**src/rtl/mem_stage_sequencer.sv**
```systemverilog
// mem_stage_sequencer: LC-3b MEM-stage access sequencer (word/byte/indirect), MEM_SEQ_STATS_EN adds stall and indirect-op counters
module mem_stage_sequencer #(
  parameter int DATA_W = 16,
  parameter int STAT_W = 16
) (
  input  logic              clk,
  input  logic              rst_n,
  input  logic              valid,
  input  logic [3:0]        opcode,
  input  logic [DATA_W-1:0] addr,
  input  logic [DATA_W-1:0] store_data,
  input  logic              dmem_resp,
  input  logic [DATA_W-1:0] dmem_rdata,
  output logic              dmem_read,
  output logic              dmem_write,
  output logic [DATA_W-1:0] dmem_addr,
  output logic [DATA_W-1:0] dmem_wdata,
  output logic [1:0]        dmem_byte_en,
  output logic              stall,
  output logic              done,
  output logic [DATA_W-1:0] load_data
`ifdef MEM_SEQ_STATS_EN
  ,
  output logic [STAT_W-1:0] stat_stall_cycles,
  output logic [STAT_W-1:0] stat_indirect_ops
`endif
);
  typedef enum logic [1:0] {IDLE, PTR, DATA, DONE} state_t;
  state_t state;
  logic [3:0] op;
  logic [DATA_W-1:0] a, sd;
  logic mem_op, st, byt, req, byte_data;
  logic [7:0] lane;
  always_comb begin
    mem_op = opcode inside {4'b0010, 4'b0011, 4'b0110, 4'b0111, 4'b1010, 4'b1011};
    st = op[0];
    byt = op[3:1] == 3'b001;
    req = state == PTR || state == DATA;
    byte_data = state == DATA && byt;
    lane = a[0] ? dmem_rdata[15:8] : dmem_rdata[7:0];
    dmem_read = state == PTR || (state == DATA && !st);
    dmem_write = state == DATA && st;
    dmem_addr = !req ? '0 : byte_data ? a : {a[DATA_W-1:1], 1'b0};
    dmem_byte_en = !req ? 2'b00 : byte_data ? (a[0] ? 2'b10 : 2'b01) : 2'b11;
    dmem_wdata = state != DATA ? '0 : byt ? {sd[7:0], sd[7:0]} : sd;
    stall = rst_n && ((state == IDLE && valid && mem_op) || req);
    done = state == DONE;
  end
  always_ff @(posedge clk or negedge rst_n) begin
    if (!rst_n) begin
      state <= IDLE;
      op <= '0;
      a <= '0;
      sd <= '0;
      load_data <= '0;
    end else begin
      case (state)
        IDLE: if (valid && mem_op) begin
          op <= opcode;
          a <= addr;
          sd <= store_data;
          state <= opcode[3] ? PTR : DATA;
        end
        PTR: if (dmem_resp) begin
          a <= dmem_rdata;
          state <= DATA;
        end
        DATA: if (dmem_resp) begin
          load_data <= st ? load_data : byt ? {{(DATA_W-8){lane[7]}}, lane} : dmem_rdata;
          state <= DONE;
        end
        default: state <= IDLE;
      endcase
    end
  end
`ifdef MEM_SEQ_STATS_EN
  always_ff @(posedge clk or negedge rst_n) begin
    if (!rst_n) begin
      stat_stall_cycles <= '0;
      stat_indirect_ops <= '0;
    end else begin
      if (stall && stat_stall_cycles != '1) stat_stall_cycles <= stat_stall_cycles + 1'b1;
      if (state == IDLE && valid && mem_op && opcode[3] && stat_indirect_ops != '1)
        stat_indirect_ops <= stat_indirect_ops + 1'b1;
    end
  end
`endif
endmodule

```
**config.mk**
```make
export PLATFORM = sky130hd
export DESIGN_NAME = mem_stage_sequencer
export DESIGN_NICKNAME = d
export VERILOG_FILES = /design/src/rtl/mem_stage_sequencer.sv
export SDC_FILE = /design/constraint.sdc
export NUM_CORES = 1
export LEC_CHECK = 0
export ABC_AREA = 1
export BUFFER_PORTS_ARGS = -buffer_cell sky130_fd_sc_hd__buf_2
export CORE_MARGIN = 3
export CORE_UTILIZATION = 25
export DETAILED_ROUTE_END_ITERATION = 6
export GPL_TIMING_DRIVEN = 0
export PLACE_DENSITY = 0.54
export SLEW_MARGIN = 20
export SYNTH_ARGS = -nofsm -noshare
export SYNTH_HDL_FRONTEND = slang
export SYNTH_SLANG_ARGS = --single-unit
```
**constraint.sdc**
```tcl
create_clock -name clk -period 1.7 [get_ports clk]
set_input_delay 0.17 -clock clk [delete_from_list [all_inputs] [get_ports clk]]
set_output_delay 0.17 -clock clk [all_outputs]
set_load 0.005 [all_outputs]
```
=== Word-level counts from Yosys, hierarchy flattened ===
Cells that the tools add are included.

* Eq/ne operators: 14
* Mux-type cells: 17
* Bitwise gates (word level): 1
* Reduce and logical (&&, ||, !) cells: 18

{| class="wikitable"
|+ Operator list
! cell !! count
|-
| $mux 16 || 6
|-
| $pmux 16 s2 || 1
|-
| $mux 2 || 7
|-
| $reduce_and 3->1 || 3
|-
| $eq 4x2->1 const B || 2
|-
| $eq 4x3->1 const B || 2
|-
| $eq 4x4->1 const B || 2
|-
| $mux 8 || 1
|-
| $logic_and 1x1->1 || 7
|-
| $ne 2x2->1 const B || 3
|-
| $pmux 2 s3 || 1
|-
| $reduce_bool 6->1 || 1
|-
| $eq 2x2->1 const B || 2
|-
| $eq 3x1->1 const B || 1
|-
| $logic_or 1x1->1 || 3
|-
| $eq 2x1->1 const B || 1
|-
| $logic_not 2->1 || 1
|-
| $ne 2x1->1 const B || 1
|-
| $reduce_and 2->1 || 1
|-
| $reduce_bool 2->1 || 1
|-
| $logic_not 1->1 || 1
|-
| $mux 1 || 1
|-
| $not 1->1 || 1
|}

* Register bits after elaboration: 54
* Input port bits: 56

=== Logic depth before layout (Yosys ltp) ===
* Depth in word-level cells: 5
* Gate-level depth with buffers: 9
* Mapped depth without buffers: 8

=== Least setup slack after synthesis ===
No wires, ideal clock.

* Path kind: reg2reg
* Start point: register state[0]
* End point: register a[10]
* Library setup time: 0.117 ns
* Arrival time: 1.363 ns
* Path slack: 0.220 ns
* Stages on the path, launching flop included: 8
* Path through: dfrtp_1 inv_1 ha_1 or2_1 buf_6 buf_2 nand4_1 nand2_1

* Word-level cells in the longest chain between the ends: 3

{| class="wikitable"
|+ Ends and longest elaborated chain
! element !! RTL line !! source
|-
| start: declaration || 29 || <nowiki>state_t state;</nowiki>
|-
| start signal: assignment || 62 || <nowiki>state <= opcode[3] ? PTR : DATA;</nowiki>
|-
| $eq 2x1->1 / $logic_not 2->1 (equally long branches) || 57 || <nowiki>case (state)</nowiki>
|-
| $ne 2x2->1 (no line), or another cell as far along || n/a ||
|-
| $reduce_and 3->1 (no line) || n/a ||
|-
| end signal: assignment || 60 || <nowiki>a <= addr;</nowiki>
|-
| end signal: assignment || 65 || <nowiki>a <= dmem_rdata;</nowiki>
|-
| end: declaration || 31 || <nowiki>logic [DATA_W-1:0] a, sd;</nowiki>
|}

Parallel ways exist; a longest one is shown, timed or not.
A chain may end at the register's enable or synchronous reset.

=== Worst setup path in the final report ===
* Start point: register state[0]
* End point: output port dmem_addr[0]

* Word-level cells in the longest chain between the ends: 4

{| class="wikitable"
|+ Ends and longest elaborated chain
! element !! RTL line !! source
|-
| $eq 2x2->1 || 38, 39 ||
|-
| $logic_and 1x1->1 || 39 || <nowiki>byte_data = state == DATA && byt;</nowiki>
|-
| $mux 1 || 43 || <nowiki>dmem_addr = !req ? '0 : byte_data ? a : {a[DATA_W-1:1], 1'b0};</nowiki>
|-
| $mux 16 (*) || 43 ||
|-
| end: declaration || 16 || <nowiki>output logic [DATA_W-1:0] dmem_addr,</nowiki>
|}

Mark *: on every way between the ends. The rest lies on a longest branch, timed or not.

==> reports/qor.tcl <==
set qor(synth_top_cell_by_area) {sky130_fd_sc_hd__dfrtp_1}
set qor(i_o_pins) 110
set qor(number_of_flip_flops_and_latches_in_the_synthesized_netlist) 54
set qor(post_synth_and_or_nand_nor_area_fraction_pct) 33.9
set qor(timing_hold_violations_final) 54
set qor(timing.clock.skew_ns) 0.00812
set qor(outcome) {finished with violations}
set qor(synth_warnings) 0
set qor(die-area_mm2) 0.0139
set qor(post-route-period-util_pct) 100
set qor(num_rows) 40
set qor(cts_buffer_count) 5
set qor(hold-worst-slack_ns) -0.0795
set qor(critical_path.max_fanout) 7
set qor(worst_ep_arrival_time_ns) 1.53
set qor(place.port_buffers) 109
set qor(floorplan.initialDensity_pct) 25.8
set qor(cts-root-to-sink-buffers) 2
set qor(cap_viol_max_count) 0
set qor(synth_most_common_cell) {sky130_fd_sc_hd__nand2_1}
set qor(worst_margin_slew_ns) 0.714
set qor(wl_per_cell_um) 13.2
set qor(antenna_cells_inserted) 0
set qor(globalplace.congestion) 0.829
set qor(grt_pass1_vias) 3295
set qor(drt-total-wl_um) 9900
set qor(synthTopCellsByCount) {232 x sky130_fd_sc_hd__nand2_1, 60 x sky130_fd_sc_hd__inv_1, 54 x sky130_fd_sc_hd__dfrtp_1}
set qor(gr-total-overflow) 0
set qor(route.vias.total) 3180
set qor(power.density_cell_area_mw_per_mm2) 1810
set qor(synth_compound_area_share_pct) 7.74
set qor(worstSetupEndpointType) {primary output}
set qor(tns_ns) 0
set qor(clkSlewWorstSetupHoldPaths_ns) 0.08
set qor(htree_levels) 2
set qor(clk-insertion-delay-late_ns) 0.30
set qor(synth.top_cells.by_area) {sky130_fd_sc_hd__dfrtp_1 43%, sky130_fd_sc_hd__nand2_1 28%, sky130_fd_sc_hd__inv_1 7.2%, sky130_fd_sc_hd__o21ai_0 5.7%, sky130_fd_sc_hd__nand4_1 3.6%}
set qor(firstDrtPassIters) 4
set qor(power_leakage_nw) 2.63
set qor(vdd.ir_drop.worst_mv) 0.569
set qor(clock-sinks) 54
set qor(ff2ff_setup_slack_ns) 0.08
set qor(mappedNetlistNets) 519
set qor(violations) {negative hold slack}
set qor(core_mm2) 0.0122
set qor(holdCritPathClass) {primary input to async pin}
set qor(grt_pass1_wl_um) 16200
set qor(synth_area_per_cell_um2) 6.85
set qor(final_nets) 644
set qor(maxClockFrequency_mhz) 588
set qor(grt_antenna_before_repair) 2
set qor(timing.critical_path.required_ns) 1.53
set qor(met2_wirelength_um) 4540
set qor(drc) 0
set qor(drive_above_1_share_pct) 30.3
set qor(synth-adder-area-share_pct) 1.99
set qor(drt-initial-drc-count) 129
set qor(post-dp-hpwl_um) 7670
set qor(grtUsageTotal_pct) 14.2
set qor(synthDistinctLibCells) 22
set qor(sequential_element_share_of_the_synthesized_area_pct) 43.1
set qor(cells_after_synth) 458
set qor(filler_cell_count) 1332
set qor(critPathLaunchType) {flip-flop}
set qor(rsz0062_at_grt) {true}
set qor(main_combinational_cell_family_by_area_after_synthesis) {simple AND/OR/NAND/NOR gates}
set qor(syn_to_final_growth_pct) 37.1
set qor(post_synth_mux_area_share_pct) 0
set qor(crit_path_class) {flip-flop to primary output}
set qor(die_width_um) 118
set qor(met3_wirelength_um) 789
set qor(synth_area_mm2) 0.00314
set qor(highest_layer) {met5}
set qor(drtAntennaViolNets) 0
set qor(synth-edff-count) 0
set qor(min_period_ns) 1.70
set qor(chipHeight_um) 118
set qor(final_max_slew_viol_count) 0
set qor(slew_headroom_pct) 52.4
set qor(cts_tree) {yes}
set qor(synth_top_area_share_pct) 43.1
set qor(routedLengthMet1_um) 4390
set qor(grt_start_max_net_pins) 56
set qor(setup_viol) 0
set qor(viasPerCell) 4.23
set qor(cts_root_cell) {sky130_fd_sc_hd__clkbuf_16}
set qor(share_of_async_settable_or_async_resettable_flops_after_synthesis_pct) 100
set qor(synth-xor-area-share_pct) 0
set qor(postSynth.topFlopCell) {sky130_fd_sc_hd__dfrtp_1}
==> what timing repair did <==
action,in CTS,in global routing
setup endpoints to repair,38,50
pin swaps,1,3
resized for setup,30,18
endpoints found under the hold margin,54,54
setup buffers,8,4
==> worst max-delay path, cell delays in order, from the launching register on <==
cell and delay (ns):
sky130_fd_sc_hd__dfrtp_2 0.44, sky130_fd_sc_hd__inv_4 0.07, sky130_fd_sc_hd__ha_4 0.32, sky130_fd_sc_hd__inv_2 0.08, sky130_fd_sc_hd__nor3_4 0.18, sky130_fd_sc_hd__buf_2 0.13
==> cell families (layout without fill, tap and decap cells) <==
| group | after synthesis | in the layout |
|---|---|---|
| simple gates | 263 | 263 |
| compound gates | 48 | 48 |
| flops | 54 | 54 |
| fa+ha+maj | 5 | 5 |
| buf+inv | 88 | 214 |
==> registers in the layout (all words and copies together) (netlist names) <==
signal and count:
state 2, op 4, a 16, sd 16
load_data 16
==> through the flow <==
step / utilization [%] / total power [W] / cells / worst slack [ns] / instance area (um^2)
2_1_floorplan: - / 0.00471 / 458 / 0.220 / 3140
3_3_place_gp: 32.0 / 0.00600 / 735 / -0.144 / 3890
3_5_place_dp: 32.0 / 0.00608 / 735 / -0.139 / 3890
4_1_cts: 34.6 / 0.00769 / 749 / -0.0364 / 4210
5_1_grt: 35.4 / 0.00857 / 752 / -0.0790 / 4300
6_report: 35.4 / 0.00780 / 752 / 0.000702 / 4300
==> path summary, 6_finish.rpt <==
kind | endpoint | from | cells past startpoint
setup / recovery | dmem_addr[0] | state[0] | 5
hold / removal | sd[10] | rst_n | 1
setup reg to reg | state[1] | state[1] | 9
hold reg to reg | a[14] | a[14] | 2
max in group asynchronous | state[1] | rst_n | 1
min in group clk | sd[8] | store_data[8] | 3
==> layer usage <==
layer	track usage, %	vias up
met2	23.3	112
met3	4.61	18
met1	18.1	1401
li1	-	1645
met4	3.66	4
met5	0	-
==> layout make-up <==
| type | count | area (um^2) | share of cell area, % |
|---|---|---|---|
| Clock buffer | 5 | 125 | 2.91 |
| Clock inverter | 3 | 43.8 | 1.02 |
| Tap cell | 168 | 210 | 4.89 |
| Buffer | 22 | 203 | 4.71 |
| Inverter | 63 | 245 | 5.70 |
| Sequential cell | 54 | 1350 | 31.5 |
| Timing Repair Buffer | 121 | 638 | 14.8 |
| Multi-Input combinational cell | 316 | 1480 | 34.4 |
==> placed cells by master (no fill, tap or decap), types with 2 or more instances in the layout <==
| cell type | instances |
|---|---|
| sky130_fd_sc_hd__a21oi_1 | 6 |
| sky130_fd_sc_hd__a21oi_2 | 3 |
| sky130_fd_sc_hd__a21oi_4 | 2 |
| sky130_fd_sc_hd__buf_2 | 111 |
| sky130_fd_sc_hd__buf_4 | 17 |
| sky130_fd_sc_hd__buf_6 | 7 |
| sky130_fd_sc_hd__buf_8 | 3 |
| sky130_fd_sc_hd__clkbuf_1 | 2 |
| sky130_fd_sc_hd__clkbuf_16 | 5 |
| sky130_fd_sc_hd__dfrtp_1 | 52 |
| sky130_fd_sc_hd__dfrtp_2 | 2 |
| sky130_fd_sc_hd__ha_1 | 2 |
| sky130_fd_sc_hd__ha_4 | 3 |
| sky130_fd_sc_hd__inv_1 | 56 |
| sky130_fd_sc_hd__inv_2 | 4 |
| sky130_fd_sc_hd__inv_4 | 2 |
| sky130_fd_sc_hd__nand2_1 | 230 |
| sky130_fd_sc_hd__nand2_2 | 4 |
| sky130_fd_sc_hd__nand3_1 | 2 |
| sky130_fd_sc_hd__nand3_4 | 2 |
| sky130_fd_sc_hd__nand4_1 | 18 |
| sky130_fd_sc_hd__nor2_1 | 3 |
| sky130_fd_sc_hd__o21ai_0 | 35 |
==> report_power, final <==
part           total [W]  switching, W  leakage, nW  internal [W]
clock network    0.00119      0.000496       0.0842      0.000699
logic            0.00434       0.00247         1.88       0.00187
registers        0.00226      0.000364        0.669       0.00190
total            0.00780       0.00333         2.63       0.00447
Note: power is estimated with default switching activity, not from simulation.
